==> src/rtl/sevenseg_pkg.sv <==
// Shared definitions for the 7-segment display path: segment patterns,
// digit codes, anode selects and the capture FSM state type.
package sevenseg_pkg;

    // Segment patterns, active-high, bit0 = segment a ... bit6 = segment g
    localparam logic [6:0] PAT_0     = 7'h3F;
    localparam logic [6:0] PAT_1     = 7'h06;
    localparam logic [6:0] PAT_2     = 7'h5B;
    localparam logic [6:0] PAT_3     = 7'h4F;
    localparam logic [6:0] PAT_4     = 7'h66;
    localparam logic [6:0] PAT_5     = 7'h6D;
    localparam logic [6:0] PAT_6     = 7'h7D;
    localparam logic [6:0] PAT_7     = 7'h07;
    localparam logic [6:0] PAT_8     = 7'h7F;
    localparam logic [6:0] PAT_9     = 7'h6F;
    localparam logic [6:0] PAT_A     = 7'h77;
    localparam logic [6:0] PAT_B     = 7'h7C;
    localparam logic [6:0] PAT_C     = 7'h39;
    localparam logic [6:0] PAT_D     = 7'h5E;
    localparam logic [6:0] PAT_E     = 7'h79;
    localparam logic [6:0] PAT_F     = 7'h71;
    localparam logic [6:0] PAT_SEG_A = 7'h01;
    localparam logic [6:0] PAT_SEG_B = 7'h02;
    localparam logic [6:0] PAT_SEG_C = 7'h04;
    localparam logic [6:0] PAT_SEG_D = 7'h08;
    localparam logic [6:0] PAT_SEG_E = 7'h10;
    localparam logic [6:0] PAT_SEG_F = 7'h20;
    localparam logic [6:0] PAT_SEG_G = 7'h40;
    localparam logic [6:0] PAT_BLANK = 7'h00;
    localparam logic [6:0] PAT_H     = 7'h76;
    localparam logic [6:0] PAT_L     = 7'h38;
    localparam logic [6:0] PAT_R_LC  = 7'h50;
    localparam logic [6:0] PAT_N_LC  = 7'h54;
    // Glyphs that share a pattern with another symbol; they decode to the lower code
    localparam logic [6:0] PAT_R     = PAT_A;
    localparam logic [6:0] PAT_G_LC  = PAT_9;

    // Digit codes that carry special meaning
    localparam logic [4:0] CODE_SEG_A   = 5'd16;
    localparam logic [4:0] CODE_BLANK   = 5'd23;
    localparam logic [4:0] CODE_H       = 5'd24;
    localparam logic [4:0] CODE_L       = 5'd25;
    localparam logic [4:0] CODE_R_LC    = 5'd28;
    localparam logic [4:0] CODE_N_LC    = 5'd29;
    localparam logic [4:0] CODE_UNKNOWN = 5'd31;

    // One-hot-low anode selects, bit0 = digit0
    localparam logic [7:0] AN_DIGIT0 = 8'hFE;
    localparam logic [7:0] AN_DIGIT1 = 8'hFD;
    localparam logic [7:0] AN_DIGIT2 = 8'hFB;
    localparam logic [7:0] AN_DIGIT3 = 8'hF7;
    localparam logic [7:0] AN_DIGIT4 = 8'hEF;
    localparam logic [7:0] AN_DIGIT5 = 8'hDF;
    localparam logic [7:0] AN_DIGIT6 = 8'hBF;
    localparam logic [7:0] AN_DIGIT7 = 8'h7F;

    typedef enum logic [1:0] {
        IDLE,
        SETTLE,
        HOLD
    } cap_state_t;

    typedef struct packed {
        logic       valid;
        logic [2:0] idx;
    } anode_decode_t;

    // Anything other than exactly one low anode bit is not a legal digit select
    function automatic anode_decode_t decode_anode(input logic [7:0] an);
        anode_decode_t d;
        d.valid = 1'b1;
        d.idx   = 3'd0;
        case (an)
            AN_DIGIT0: d.idx = 3'd0;
            AN_DIGIT1: d.idx = 3'd1;
            AN_DIGIT2: d.idx = 3'd2;
            AN_DIGIT3: d.idx = 3'd3;
            AN_DIGIT4: d.idx = 3'd4;
            AN_DIGIT5: d.idx = 3'd5;
            AN_DIGIT6: d.idx = 3'd6;
            AN_DIGIT7: d.idx = 3'd7;
            default:   d.valid = 1'b0;
        endcase
        return d;
    endfunction

endpackage

==> src/rtl/sevenseg_capture_if.sv <==
// Display-line bundle between the multiplexed display driver (master)
// and the capture block (slave) that reconstructs the frame.
interface sevenseg_capture_if;
    logic [7:0]  an_in;
    logic [7:0]  seg_in;
    logic [39:0] digits_out;
    logic [7:0]  dp_out;
    logic [7:0]  unknown;
    logic        frame_valid;
    logic        err_seq;
    logic        stalled;

    modport master (
        output an_in,
        output seg_in,
        input  digits_out,
        input  dp_out,
        input  unknown,
        input  frame_valid,
        input  err_seq,
        input  stalled
    );

    modport slave (
        input  an_in,
        input  seg_in,
        output digits_out,
        output dp_out,
        output unknown,
        output frame_valid,
        output err_seq,
        output stalled
    );
endinterface

==> src/rtl/seg_pattern_decode.sv <==
// Maps an active-high 7-segment pattern back to its 5-bit digit code.
// Unrecognised patterns give CODE_UNKNOWN and raise o_unknown.
module seg_pattern_decode
    import sevenseg_pkg::*;
(
    input  logic [6:0] i_pattern,
    output logic [4:0] o_code,
    output logic       o_unknown
);

    // Pattern lookup; aliased glyphs (R, g) fall onto A and 9 automatically
    always_comb begin
        o_code    = CODE_UNKNOWN;
        o_unknown = 1'b1;
        case (i_pattern)
            PAT_0:     begin o_code = 5'd0;  o_unknown = 1'b0; end
            PAT_1:     begin o_code = 5'd1;  o_unknown = 1'b0; end
            PAT_2:     begin o_code = 5'd2;  o_unknown = 1'b0; end
            PAT_3:     begin o_code = 5'd3;  o_unknown = 1'b0; end
            PAT_4:     begin o_code = 5'd4;  o_unknown = 1'b0; end
            PAT_5:     begin o_code = 5'd5;  o_unknown = 1'b0; end
            PAT_6:     begin o_code = 5'd6;  o_unknown = 1'b0; end
            PAT_7:     begin o_code = 5'd7;  o_unknown = 1'b0; end
            PAT_8:     begin o_code = 5'd8;  o_unknown = 1'b0; end
            PAT_9:     begin o_code = 5'd9;  o_unknown = 1'b0; end
            PAT_A:     begin o_code = 5'd10; o_unknown = 1'b0; end
            PAT_B:     begin o_code = 5'd11; o_unknown = 1'b0; end
            PAT_C:     begin o_code = 5'd12; o_unknown = 1'b0; end
            PAT_D:     begin o_code = 5'd13; o_unknown = 1'b0; end
            PAT_E:     begin o_code = 5'd14; o_unknown = 1'b0; end
            PAT_F:     begin o_code = 5'd15; o_unknown = 1'b0; end
            PAT_SEG_A: begin o_code = CODE_SEG_A;         o_unknown = 1'b0; end
            PAT_SEG_B: begin o_code = CODE_SEG_A + 5'd1;  o_unknown = 1'b0; end
            PAT_SEG_C: begin o_code = CODE_SEG_A + 5'd2;  o_unknown = 1'b0; end
            PAT_SEG_D: begin o_code = CODE_SEG_A + 5'd3;  o_unknown = 1'b0; end
            PAT_SEG_E: begin o_code = CODE_SEG_A + 5'd4;  o_unknown = 1'b0; end
            PAT_SEG_F: begin o_code = CODE_SEG_A + 5'd5;  o_unknown = 1'b0; end
            PAT_SEG_G: begin o_code = CODE_SEG_A + 5'd6;  o_unknown = 1'b0; end
            PAT_BLANK: begin o_code = CODE_BLANK; o_unknown = 1'b0; end
            PAT_H:     begin o_code = CODE_H;     o_unknown = 1'b0; end
            PAT_L:     begin o_code = CODE_L;     o_unknown = 1'b0; end
            PAT_R_LC:  begin o_code = CODE_R_LC;  o_unknown = 1'b0; end
            PAT_N_LC:  begin o_code = CODE_N_LC;  o_unknown = 1'b0; end
            default:   begin o_code = CODE_UNKNOWN; o_unknown = 1'b1; end
        endcase
    end

endmodule

==> src/rtl/sevenseg_capture.sv <==
// Watches the multiplexed anode/cathode lines of an 8-digit display and
// rebuilds the displayed frame. A digit is sampled once its anode has been
// stable long enough for the cathodes to settle; a full in-order scan from
// digit0 to digit7 is published atomically with a one-cycle strobe.
module sevenseg_capture
    import sevenseg_pkg::*;
#(
    parameter int SETTLE_CYCLES  = 4,
    parameter int TIMEOUT_CYCLES = 400000,
    parameter int CNTR_WIDTH     = 32
) (
    input  logic               clk,
    input  logic               reset,
    sevenseg_capture_if.slave  bus
);

    localparam logic [CNTR_WIDTH-1:0] L_SETTLE  = CNTR_WIDTH'(SETTLE_CYCLES);
    localparam logic [CNTR_WIDTH-1:0] L_TIMEOUT = CNTR_WIDTH'(TIMEOUT_CYCLES);

    logic [7:0]            r_an;
    logic [7:0]            r_an_q;
    logic [7:0]            r_seg;
    cap_state_t            r_state;
    cap_state_t            w_state_next;
    logic [CNTR_WIDTH-1:0] r_cnt;
    logic [CNTR_WIDTH-1:0] w_cnt_next;
    logic [CNTR_WIDTH-1:0] r_tcnt;
    logic [2:0]            r_expected;
    logic                  r_sync;
    logic                  r_publish;
    logic [7:0][4:0]       r_shadow_digits;
    logic [7:0]            r_shadow_dp;
    logic [7:0]            r_shadow_unk;
    logic [7:0][4:0]       r_digits;
    logic [7:0]            r_dp;
    logic [7:0]            r_unk;
    logic                  r_frame_valid;
    logic                  r_err_seq;
    logic                  r_stalled;

    anode_decode_t         w_an;
    logic                  w_changed;
    logic                  w_capture;
    logic                  w_in_order;
    logic                  w_write;
    logic                  w_err_order;
    logic                  w_err_invalid;
    logic                  w_publish;
    logic [6:0]            w_pattern;
    logic [4:0]            w_code;
    logic                  w_unknown;

    assign w_an          = decode_anode(r_an);
    assign w_changed     = (r_an != r_an_q);
    assign w_err_invalid = w_changed && !w_an.valid;
    assign w_in_order    = (w_an.idx == r_expected);
    assign w_write       = w_capture && (w_in_order || (w_an.idx == 3'd0));
    assign w_err_order   = w_capture && !w_in_order;
    assign w_publish     = w_capture && w_in_order && (w_an.idx == 3'd7) && r_sync;
    assign w_pattern     = ~r_seg[6:0];

    seg_pattern_decode u_decode (
        .i_pattern (w_pattern),
        .o_code    (w_code),
        .o_unknown (w_unknown)
    );

    // Register the raw display lines once and keep the previous anode for change detection
    always_ff @(posedge clk or posedge reset) begin
        if (reset) begin
            r_an   <= 8'hFF;
            r_an_q <= 8'hFF;
            r_seg  <= 8'hFF;
        end else begin
            r_an   <= bus.an_in;
            r_an_q <= r_an;
            r_seg  <= bus.seg_in;
        end
    end

    // FSM state and settle counter
    always_ff @(posedge clk or posedge reset) begin
        if (reset) begin
            r_state <= IDLE;
            r_cnt   <= '0;
        end else begin
            r_state <= w_state_next;
            r_cnt   <= w_cnt_next;
        end
    end

    // Next state: an anode change always restarts settling and beats a due sample
    always_comb begin
        w_state_next = r_state;
        w_cnt_next   = r_cnt;
        w_capture    = 1'b0;
        case (r_state)
            IDLE: begin
                if (w_an.valid) begin
                    w_state_next = SETTLE;
                    w_cnt_next   = '0;
                end
            end
            SETTLE: begin
                if (w_changed) begin
                    w_state_next = w_an.valid ? SETTLE : IDLE;
                    w_cnt_next   = '0;
                end else if (r_cnt == L_SETTLE) begin
                    w_capture    = 1'b1;
                    w_state_next = HOLD;
                    w_cnt_next   = '0;
                end else begin
                    w_cnt_next   = r_cnt + 1'b1;
                end
            end
            HOLD: begin
                if (w_changed) begin
                    w_state_next = w_an.valid ? SETTLE : IDLE;
                    w_cnt_next   = '0;
                end
            end
            default: begin
                w_state_next = IDLE;
                w_cnt_next   = '0;
            end
        endcase
    end

    // Scan-order tracking and shadow frame; a frame only counts if it began at digit0
    always_ff @(posedge clk or posedge reset) begin
        if (reset) begin
            r_expected      <= 3'd0;
            r_sync          <= 1'b0;
            r_publish       <= 1'b0;
            r_shadow_digits <= {8{CODE_BLANK}};
            r_shadow_dp     <= 8'h00;
            r_shadow_unk    <= 8'h00;
        end else begin
            r_publish <= w_publish;
            if (w_write) begin
                r_shadow_digits[w_an.idx] <= w_code;
                r_shadow_dp[w_an.idx]     <= ~r_seg[7];
                r_shadow_unk[w_an.idx]    <= w_unknown;
            end
            if (w_capture) begin
                r_expected <= w_an.idx + 3'd1;
                if (w_an.idx == 3'd0) begin
                    r_sync <= 1'b1;
                end else if (!w_in_order) begin
                    r_sync <= 1'b0;
                end
            end
        end
    end

    // Publish the completed shadow frame the cycle after digit7 lands
    always_ff @(posedge clk or posedge reset) begin
        if (reset) begin
            r_digits      <= {8{CODE_BLANK}};
            r_dp          <= 8'h00;
            r_unk         <= 8'h00;
            r_frame_valid <= 1'b0;
        end else begin
            r_frame_valid <= r_publish;
            if (r_publish) begin
                r_digits <= r_shadow_digits;
                r_dp     <= r_shadow_dp;
                r_unk    <= r_shadow_unk;
            end
        end
    end

    // Sequence error strobe: out-of-order capture or a freshly appearing illegal anode
    always_ff @(posedge clk or posedge reset) begin
        if (reset) begin
            r_err_seq <= 1'b0;
        end else begin
            r_err_seq <= w_err_invalid || w_err_order;
        end
    end

    // Stall watchdog: saturating count of quiet cycles in HOLD, cleared by any anode change
    always_ff @(posedge clk or posedge reset) begin
        if (reset) begin
            r_tcnt    <= '0;
            r_stalled <= 1'b0;
        end else if (w_changed) begin
            r_tcnt    <= '0;
            r_stalled <= 1'b0;
        end else if (r_state == HOLD) begin
            if (r_tcnt != L_TIMEOUT) begin
                r_tcnt <= r_tcnt + 1'b1;
            end
            if (r_tcnt == L_TIMEOUT - 1'b1) begin
                r_stalled <= 1'b1;
            end
        end else begin
            r_tcnt <= '0;
        end
    end

    assign bus.digits_out  = r_digits;
    assign bus.dp_out      = r_dp;
    assign bus.unknown     = r_unk;
    assign bus.frame_valid = r_frame_valid;
    assign bus.err_seq     = r_err_seq;
    assign bus.stalled     = r_stalled;

endmodule
==> src/flat_wrapper.sv <==
// flat-port wrapper written by rule: the top's interface ports become plain ports
module sevenseg_capture_flat import sevenseg_pkg::*;
#(
    parameter int SETTLE_CYCLES  = 4,
    parameter int TIMEOUT_CYCLES = 400000,
    parameter int CNTR_WIDTH     = 32
)
  (clk, reset, bus_an_in, bus_seg_in, bus_digits_out, bus_dp_out, bus_unknown, bus_frame_valid, bus_err_seq, bus_stalled);
  sevenseg_capture_if bus_i ();
  input  logic clk;
  input  logic reset;
  input wire logic [$bits(bus_i.an_in)-1:0] bus_an_in;
  input wire logic [$bits(bus_i.seg_in)-1:0] bus_seg_in;
  output wire logic [$bits(bus_i.digits_out)-1:0] bus_digits_out;
  output wire logic [$bits(bus_i.dp_out)-1:0] bus_dp_out;
  output wire logic [$bits(bus_i.unknown)-1:0] bus_unknown;
  output wire logic [$bits(bus_i.frame_valid)-1:0] bus_frame_valid;
  output wire logic [$bits(bus_i.err_seq)-1:0] bus_err_seq;
  output wire logic [$bits(bus_i.stalled)-1:0] bus_stalled;
  assign bus_i.an_in = bus_an_in;
  assign bus_i.seg_in = bus_seg_in;
  assign bus_digits_out = bus_i.digits_out;
  assign bus_dp_out = bus_i.dp_out;
  assign bus_unknown = bus_i.unknown;
  assign bus_frame_valid = bus_i.frame_valid;
  assign bus_err_seq = bus_i.err_seq;
  assign bus_stalled = bus_i.stalled;
  sevenseg_capture #(.SETTLE_CYCLES(SETTLE_CYCLES), .TIMEOUT_CYCLES(TIMEOUT_CYCLES), .CNTR_WIDTH(CNTR_WIDTH)) u_core (.clk(clk), .reset(reset), .bus(bus_i));
endmodule
==> config.mk <==
export PLATFORM = sky130hd
export DESIGN_NAME = sevenseg_capture_flat
export DESIGN_NICKNAME = d
export VERILOG_FILES = /design/src/rtl/sevenseg_pkg.sv /design/src/rtl/sevenseg_capture_if.sv /design/src/rtl/seg_pattern_decode.sv /design/src/rtl/sevenseg_capture.sv /design/src/flat_wrapper.sv
export SDC_FILE = /design/constraint.sdc
export NUM_CORES = 1
export LEC_CHECK = 0
export CAP_MARGIN = 20
export CORE_MARGIN = 10
export CORE_UTILIZATION = 45
export DETAILED_ROUTE_END_ITERATION = 8
export PLACE_DENSITY = 0.67
export SLEW_MARGIN = 20
export SYNTH_ARGS = -nofsm -noshare
export SYNTH_HDL_FRONTEND = slang
export SYNTH_HIERARCHICAL = 1
export SYNTH_SLANG_ARGS = --single-unit
==> constraint.sdc <==
create_clock -name clk -period 10 [get_ports clk]
set_input_delay 2 -clock clk [delete_from_list [all_inputs] [get_ports clk]]
set_output_delay 2 -clock clk [all_outputs]
set_load 0.02 [all_outputs]
Word level (Yosys, flattened, before mapping)

Memory sizes are Yosys's and may differ from the RTL's.
Index checks and enable logic that the tools add are counted.

Add/sub/neg operators: 3
Reductions and logical operators: 20
Muxes and demuxes: 31
$lt $le $gt $ge: 2
Equality and inequality tests: 21
Bitwise gates (word level): 2

Operator list:

| kind                    | number |
|---|---|
| $mux W32                | 7 |
| $pmux W32 S3            | 1 |
| $add A32 B1 Y32 const B | 2 |
| $eq A8 B8 Y1 const B    | 7 |
| $bwmux W40              | 1 |
| $eq A32 B19 Y1 const B  | 1 |
| $eq A32 B3 Y1 const B   | 1 |
| $ne A32 B19 Y1 const B  | 1 |
| $pmux W3 S7             | 1 |
| $bwmux W8               | 2 |
| $demux W5 S3            | 1 |
| $mux W1                 | 11 |
| $eq A8 B7 Y1 const B    | 1 |
| $mux W2                 | 4 |
| $ne A8 B8 Y1            | 1 |
| $reduce_or A8 Y1        | 1 |
| $logic_and A1 B1 Y1     | 7 |
| $not A7 Y7              | 1 |
| $pmux W2 S3             | 1 |
| $reduce_and A2 Y1       | 3 |
| $mux W5                 | 1 |
| $lt A3 B4 Y1 const B    | 1 |
| $ne A2 B1 Y1 const B    | 2 |
| $reduce_bool A2 Y1      | 2 |
| other kinds (16)        | 18 |

Memory bits (read-only): 768
Memories kept: 1
Register bits: 210
Output and inout bits: 59
Logic and storage cells: 112

Memories:

| memory          | words | width | rd ports | clocked after memory_dff | write ports | line                     | RTL |
|---|---|---|---|---|---|---|---|
| (no name shown) | 128   | 6     | 1        | 0                        | 0           | seg_pattern_decode.sv:15 | `case (i_pattern)` |

Longest topological paths before layout

Gate-level depths: netlist of run 1.

Depth in word-level cells: 7
Depth in mapped cells: 11
Mapped depth without buffers: 9

Cells and area by module

The synthesis of run 1 kept the hierarchy.

Modules (own cells, without submodules):

| module             | cells each | seq. area each (µm²) | times used | area each (µm²) |
|---|---|---|---|---|
| sevenseg_capture   | 759        | 5365.1               | 1          | 9121.2 |
| seg_pattern_decode | 103        | 0.0                  | 1          | 705.7 |

Worst setup path before layout of run 1

Ideal clock, no wire load.

Path kind: register to register
Start: reg u_core.r_an[7]
End: reg u_core/r_shadow_digits[28] (netlist bit)
Period minus slack after synthesis: 2879 ps
Setup time: 125 ps
Cell stages (with the launch flop): 9
Data required time: 9875 ps
Path buffers: 1
Setup slack: 7121 ps
Arrival: 2755 ps
Cells stage by stage: dfstp_2 -> buf_2 -> nand4_1 -> or3_4 -> and3b_1 -> a221o_1 -> or4_4 -> nor2_8 -> mux2_2

Cells in the longest elaborated chain, start to end: 7
Elaborated cells between the ends (all ways): 21

RTL lines:

| what                                                               | line                    | RTL |
|---|---|---|
| start: declaration                                                 | sevenseg_capture.sv:20  | `logic [7:0] r_an;` |
| start signal: assignment                                           | sevenseg_capture.sv:75  | `r_an <= bus.an_in;` |
| $eq A8 B7 Y1 or $eq A8 B8 Y1 (tied branches)                       | sevenseg_pkg.sv:73      | `case (an)` |
| $pmux W3 S7                                                        | sevenseg_pkg.sv:73      |  |
| $lt A3 B4 Y1 (implied by the code) or $ge A3 B1 Y1 (tied branches) | sevenseg_capture.sv:141 | `r_shadow_digits[w_an.idx] <= w_code;` |
| $logic_and A1 B1 Y1 (implied by the code)                          | sevenseg_capture.sv:141 |  |
| $mux W5 (implied by the code)                                      | sevenseg_capture.sv:141 |  |
| $demux W5 S3                                                       | n/a                     |  |
| $bwmux W40                                                         | sevenseg_capture.sv:141 |  |
| end signal: assignment                                             | sevenseg_capture.sv:135 | `r_shadow_digits <= {8{CODE_BLANK}};` |
| end signal: indexed assignment                                     | sevenseg_capture.sv:141 |  |
| end: declaration                                                   | sevenseg_capture.sv:31  | `logic [7:0][4:0] r_shadow_digits;` |

Several ways; a longest one is shown, not always the timed one.
A chain may end at the register's enable or synchronous reset.

Final worst setup path of run 1

Start: reg u_core.r_digits, in the netlist u_core/bus.digits_out[32]
End: out bus_digits_out[32]

RTL lines:

| what                     | line                    | RTL |
|---|---|---|
| start: declaration       | sevenseg_capture.sv:34  | `logic [7:0][4:0] r_digits;` |
| start signal: assignment | sevenseg_capture.sv:159 | `r_digits <= {8{CODE_BLANK}};` |
| start signal: assignment | sevenseg_capture.sv:166 | `r_digits <= r_shadow_digits;` |
| end: declaration         | flat_wrapper.sv:14      | `output wire logic [$bits(bus_i.digits_out)-1:0] bus_digits_out;` |

No word-level cell between the ends.

==> summary.md, run 1 <==
| Metric | Value |
|---|---|
| Leading area contributor after synthesis | dfrtp_1 |
| CTS tree | built |
| Final Hold Viols | 0 |
| Mux share of post-synthesis cell area | 13.7% |
| Critical path class | register to output port |
| Core area | 0.0216 mm2 |
| Crit path capture type | output port |
| Hold endpoint | u_core/r_an_q[4]$_DFF_PP1_ |
| Clock transition at the registers of the reported paths | 0.06 ns |
| DR vias/cell | 5.47 |
| Simple-gate share of the synthesized area | 13.5% |
| Die H | 168 um |
| Final setup vio count | 0 |
| Tcrit/Tclk final | 36.6% |
| Crit-path cells | clkdlybuf4s50_1 |
| Worst-Margin Slew | 1.02 ns |
| Post-synthesis compound-gate area fraction | 8.73% |
| Slew headroom | 31.7% |
| First-pass GRT wire length | 33900 um |
| Data required, critical path | 8.00 ns |
| Min-delay src | u_core/r_an[4]$_DFF_PP1_ |
| Max incr delay on CP | 0.61 ns |
| Syn_area_per_cell | 11.4 um2 |
| Max_cap viols | 0 |
| Area growth, synth to finish | 16.8% |
| Post-Synth Adder-Cell Area | 1.88% |
| Synth Flop Type | dfrtp_1 |
| Vias in the first global route | 6525 |
| Largest family of logic cells by synthesized area | multiplexers |
| Clock sink count | 210 |
| Most frequent cell after synthesis | dfrtp_1 |
| Post-CTS sizing | 0 |
| Post-synthesis cell area | 0.00983 mm2 |
| Overall Global Routing Usage | 14.0% |
| Final nets | 955 |
| Area of the die | 0.0281 mm2 |
| CP startpoint kind | register |
| EDFF count, synth | 0 |
| Worst Path Buf+Inv | 1 |
| Initial antenna violation count | 0 |
| Wire per inst | 16.5 um |
| Starting density of the core | 45.5% |
| Final WL | 20100 um |
| Highest Clock Rate | 273 MHz |
| Flop2flop setup slack | 6.76 ns |
| Skew-Pair Late Insertion Delay | 0.51 ns |
| Hold Crit Class | register to register |
| Clk buf depth | 3 |
| Site Rows | 54 |
| PD cells | 150 mW/mm2 |
| Htree depth | 1 |
| Mapped Nets | 894 |
| Port Buffers | 76 |
| LEAKAGE | 4.86 nW |
| IO Count | 77 |
| Xor and xnor area share after synthesis | 4.01% |
| End of the worst register-to-register path | u_core/r_shadow_digits[13]$_DFFE_PP0P_ |
| DRT Pass-1 Iters | 4 |
| Distinct cell type count after synthesis | 65 |
| Initial DRC Count | 425 |
| Final Util | 53.1% |
| Worst vdd ir | 0.000123 V |
| Hold Buf Count CTS | 0 |
| RSZ-0062 raised after global routing | no |
| CTS Buf Count | 23 |
| YS warnings | 6 |
| Run status | finished, final reports clean |
| GP Congestion | 0.854 |
| Final Max Slew Viols | 0 |
| Via count | 6672 |
| Clock Skew | 0.0231 ns |
| Worst reg2reg path depth | 9 |
| Synth area leaders | dfrtp_1 31%, dfstp_2 24%, mux2_2 12% |
| Crit path time final | 3.66 ns |
| Diode count | 0 |
| Grt total ovfl | 0 |
| Die width | 168 um |
| Synth Register Bits | 210 |
| Cell family with the largest share of critical-path delay | buffers and inverters |
| Hold Path Cell Cnt | 0 |
| Share of the yosys chip area belonging to registers | 54.6% |
| Share of cells above drive strength 1 | 25.9% |
| Detail Placement HPWL | 13100 um |
| Synth cell count leaders | 122 x dfrtp_1, 107 x mux2_2, 88 x dfstp_2 |
| Clock root buffer | clkbuf_16 |
| Worst-path fanout max | 2 |
| Placed cells | 1178 |
| Finished Layout Cells | 1220 |
| CP Depth | 1 |
| DRC Markers | 0 |
| Post-route setup TNS | 0 ns |
| Slowest stage cell, crit path | clkdlybuf4s50_1 |
| Synth Instances | 862 |
| Yosys top cell area share | 31.1% |
| Detail Route Antenna Nets | 0 |
| Asr flop ratio synth | 100% |
| Largest net degree at the start of global routing | 137 |
| R2R Path Start | u_core/r_an[7]$_DFF_PP1_ |
| Arrival @ worst endpoint | 1.66 ns |
| Setup Buffers After CTS | 0 |
power by group:
part	leakage [nW]	internal [W]	switching [W]	total, W
sequential	2.61	0.000861	0.00000582	0.000866
clock	0.352	0.000455	0.000331	0.000786
combinational	1.90	0.0000215	0.0000463	0.0000678
total	4.86	0.00134	0.000383	0.00172
worst max-delay path by stage:
| stage | start | endpoint | slack, ns |
|---|---|---|---|
| global route | reset | u_core/bus.unknown[4]$_DFFE_PP0P_ | 6.10 |
| floorplan | reset | u_core/bus.digits_out[13]$_DFFE_PP0P_ | 2.41 |
| global placement | reset | u_core/bus.dp_out[4]$_DFFE_PP0P_ | 5.78 |
| detailed placement | reset | u_core/bus.unknown[1]$_DFFE_PP0P_ | 5.76 |
| CTS | u_core/bus.digits_out[32]$_DFFE_PP1P_ | bus_digits_out[32] | 6.31 |
| finish | u_core/bus.digits_out[32]$_DFFE_PP1P_ | bus_digits_out[32] | 6.34 |
worst reg2reg max path, stage by stage (launching register included):
cell	delay, ns
dfstp_2	0.62
xor2_1	0.16
nand3_1	0.09
a31oi_1	0.49
inv_1	0.17
ha_1	0.23
nand3_1	0.07
nor2_1	0.09
o211ai_1	0.79
mux2_2	0.41
registers in the layout, indices dropped and copies added, names as in the netlist, 2 cells and up:
register                flops
u_core/r_shadow_dp          8
u_core/r_cnt               32
u_core/bus.unknown          8
u_core/r_an                 8
u_core/r_shadow_digits     40
u_core/r_tcnt              32
u_core/r_an_q               8
u_core/r_seg                8
u_core/r_state              2
u_core/r_shadow_unk         8
u_core/r_expected           3
u_core/bus.digits_out      40
u_core/bus.dp_out           8
layout make-up:
cell class | instances | area [um2]
fillers | 1895 | 10100
flip-flops and latches | 210 | 5370
multi-input cells | 571 | 4110
repair buffers | 80 | 791
clock buffers | 33 | 653
well taps | 280 | 350
inverters | 37 | 146
clock inverters | 9 | 52.6
metrics by stage:
stage,total power [W],hold WS (ns),setup slack (ns),instance area (um2)
finish,0.00172,0.414,6.34,11500
detailed placement,0.000950,0.407,5.76,10800
global placement,0.000949,0.404,5.78,10800
floorplan,0.000928,0.352,2.41,9830
CTS,0.00175,0.414,6.31,11500
global route,0.00178,0.421,6.10,11500
cell families (layout without fill, tap and decap cells):
group                      after synthesis  after routing
adders and majority gates               15             15
AOI/OAI and AO/OA                      134            134
DFF                                    210            210
muxes                                  121            121
xor gates and xnor gates                45             45
buffers and inverters                   81            159
and+or+nand+nor                        256            256
layer usage:
metal	track usage, %	part of all wire [%]	up-vias
li1	-	-	3199
met1	19.5	47	3310
met2	22.0	46	133
met3	2.40	4.3	30
met4	3.79	2.2	0
met5	0	0	-
placed cells by master (no fill, tap or decap), drive strengths merged, types with 3 or more instances in the layout:
| cell | count |
|---|---|
| and2 | 5 |
| xnor2 | 26 |
| dfrtp | 122 |
| a41oi | 4 |
| nor2 | 64 |
| clkbuf | 33 |
| xor2 | 19 |
| a21oi | 18 |
| a31oi | 10 |
| dfstp | 88 |
| mux2 | 107 |
| nor4 | 12 |
| nand2b | 8 |
| mux2i | 14 |
| and3 | 9 |
| nand2 | 50 |
| clkdlybuf4s50 | 76 |
| nand4 | 27 |
| nor4b | 4 |
| clkinv | 6 |
| o41ai | 3 |
| or3 | 4 |
| o211ai | 5 |
| o21ai | 51 |
| and4 | 3 |
| ha | 14 |
| a32oi | 4 |
| o31ai | 16 |
| nand3 | 29 |
| buf | 4 |
| nor3 | 20 |
| or4 | 3 |
| inv | 39 |
| nor2b | 11 |
No activity file was read; power rests on OpenSTA's default activity.
==> run 2: changes to the inputs <==
Settings changed: PLACE_DENSITY 0.67 to 0.7.
Clock period 10 ns to 3 ns, I/O delays scaled along.
==> run 2 against run 1 <==
  * Clock power increased to 3.4 times the previous value
  * Sequential share of layout area decreased by 1.3 points
  * Setup slack got worse by 6.2 ns
  * Global-route usage increased by 0.49 points
  * Clock-buffer cell count increased by 1
  * Sequential cell count unchanged
  * Die area unchanged
  * Non-clock buffer count increased by 33
==> summary.md, run 2 (synthesis results as in run 1) <==
| Metric | Value |
|---|---|
| Worst vdd ir | 0.000391 V |
| Final Util | 54.5% |
| Htree depth | 1 |
| Detail Route Antenna Nets | 0 |
| Clock sink count | 210 |
| Site Rows | 54 |
| Starting density of the core | 45.5% |
| RSZ-0062 raised after global routing | no |
| Leading cell type in the layout, fill and taps excluded | dfrtp_1 |
| Final WL | 21000 um |
| Initial antenna violation count | 0 |
| Hold Crit Class | register to register |
| Wire per inst | 16.7 um |
| Critical path class | register to register |
| Diode count | 0 |
| PD cells | 491 mW/mm2 |
| Multi-input logic area | 0.00412 mm2 |
| Detail Placement HPWL | 14500 um |
| Initial DRC Count | 504 |
| Area of the die | 0.0281 mm2 |
| Finished Layout Cells | 1253 |
| DRC Markers | 0 |
| Die H | 168 um |
| IO Count | 77 |
| Sequential Power Share | 49.8% |
| Highest Clock Rate | 347 MHz |
| Clock transition at the registers of the reported paths | 0.06 ns |
| Clk buf depth | 3 |
| Arrival @ worst endpoint | 3.27 ns |
| Final Hold Viols | 0 |
| Clock share of power | 45.7% |
| Data required, critical path | 3.39 ns |
| Core area | 0.0216 mm2 |
| Die width | 168 um |
| Sw Pwr | 0.00128 W |
| CP startpoint kind | register |
| DRT Pass-1 Iters | 5 |
| Area growth, synth to finish | 20.0% |
| Max_cap viols | 0 |
| First-pass GRT wire length | 35100 um |
| GP Congestion | 0.873 |
| Share of cells above drive strength 1 | 28.5% |
| Internal power | 0.00450 W |
| Combinational group share of total power | 4.5% |
| DR vias/cell | 5.44 |
| Switching portion of total power | 22.2% |
| Overall Global Routing Usage | 14.5% |
| Slew headroom | 34.8% |
| Placed cells | 1211 |
| Clock Skew | 0.0155 ns |
| Grt total ovfl | 0 |
| Skew-Pair Late Insertion Delay | 0.51 ns |
| Final-layout fill cell count | 1839 |
| Clock root buffer | clkbuf_16 |
| CTS Buf Count | 23 |
| Via count | 6814 |
| Final Max Slew Viols | 0 |
| Post-route setup TNS | 0 ns |
| Largest net degree at the start of global routing | 55 |
| Final nets | 988 |
| Port Buffers | 76 |
| Crit path capture type | register |
| CTS tree | built |
| Final setup vio count | 0 |
| Run status | finished, final reports clean |
| Worst-Margin Slew | 0.978 ns |
| Vias in the first global route | 6787 |
| Most frequent cells in the layout | 121 x dfrtp_1, 107 x mux2_2, 88 x dfstp_2, 76 x clkdlybuf4s50_1, 62 x nor2_1 |
| LEAKAGE | 5.03 nW |
| WHS | 0.408 ns |
| Tcrit/Tclk final | 96.1% |
| Register area | 0.00537 mm2 |
| Crit path time final | 2.88 ns |
| Worst-path fanout max | 8 |
[run 2: cell count changes in the layout (fill, tap and decap cells not counted), sizes merged]
cell,change
buf,+33
inv,-2
clkbuf,+1
clkinvlp,+1
[run 2: area by class of cell]
| cell class | instances | share of cell area [%] |
|---|---|---|
| multi-input cells | 571 | 34.9 |
| inverters | 37 | 1.21 |
| well taps | 280 | 2.97 |
| clock inverters | 8 | 0.393 |
| flip-flops and latches | 210 | 45.5 |
| clock buffers | 34 | 5.66 |
| repair buffers | 113 | 9.34 |
[run 2: worst max-delay path, cell delays in order (launching register included)]
cell,delay [ns]
dfstp_2,0.62
xnor2_1,0.11
or3_4,0.38
and3b_1,0.20
a221o_1,0.34
or4_4,0.59
nor2_8,0.19
mux2_2,0.35
[run 2: per-layer routing]
metal  up-vias  wire length (um)  global-route usage (%)
li1       3278                 -                       -
met1      3350              9560                    19.3
met5         -                 0                       0
met2       144             10100                    23.9
met4         0               415                    3.52
met3        42               920                    2.56
[run 2: worst paths after layout]
check                                              start                                endpoint  slack [ns]  depth (start not counted)
worst max-delay path            u_core/r_an[5]$_DFF_PP1_  u_core/r_shadow_digits[28]$_DFFE_PP0P_        0.12                          7
worst min-delay path            u_core/r_an[4]$_DFF_PP1_              u_core/r_an_q[4]$_DFF_PP1_        0.41                          0
worst max register to register  u_core/r_an[5]$_DFF_PP1_  u_core/r_shadow_digits[28]$_DFFE_PP0P_        0.12                          7
worst min register to register  u_core/r_an[4]$_DFF_PP1_              u_core/r_an_q[4]$_DFF_PP1_        0.41                          0
max in group asynchronous                          reset           u_core/r_tcnt[15]$_DFFE_PP0P_        1.70                          3
min in group asynchronous                          reset   u_core/r_shadow_digits[3]$_DFFE_PP0P_        0.56                          2
[run 2: power groups by stage]
stage	logic (W)	clock network, W	registers, W
after CTS	0.000267	0.00272	0.00288
after floorplan	0.000170	0	0.00292
after global placement	0.000264	0	0.00293
after detailed placement	0.000265	0	0.00293
final	0.000261	0.00264	0.00288
after global routing	0.000292	0.00283	0.00288
[run 2: per-stage QoR]
step	setup WS, ns	total power [W]	area [um2]
6_report	0.116	0.00578	11800
5_1_grt	0.0290	0.00601	11800
4_1_cts	0.0854	0.00587	11800
3_5_place_dp	0.115	0.00319	11100
3_3_place_gp	0.179	0.00319	11100
2_1_floorplan	-0.256	0.00309	9830
[run 2: what timing repair did]
| action | 4_1_cts | 5_1_grt |
|---|---|---|
| endpoints found under the hold margin | 0 | 0 |
| resized for setup | 0 | 1 |
| buffers inserted | 0 | 0 |
| hold buffers | 0 | 0 |
| endpoints found under the setup margin | 0 | 4 |
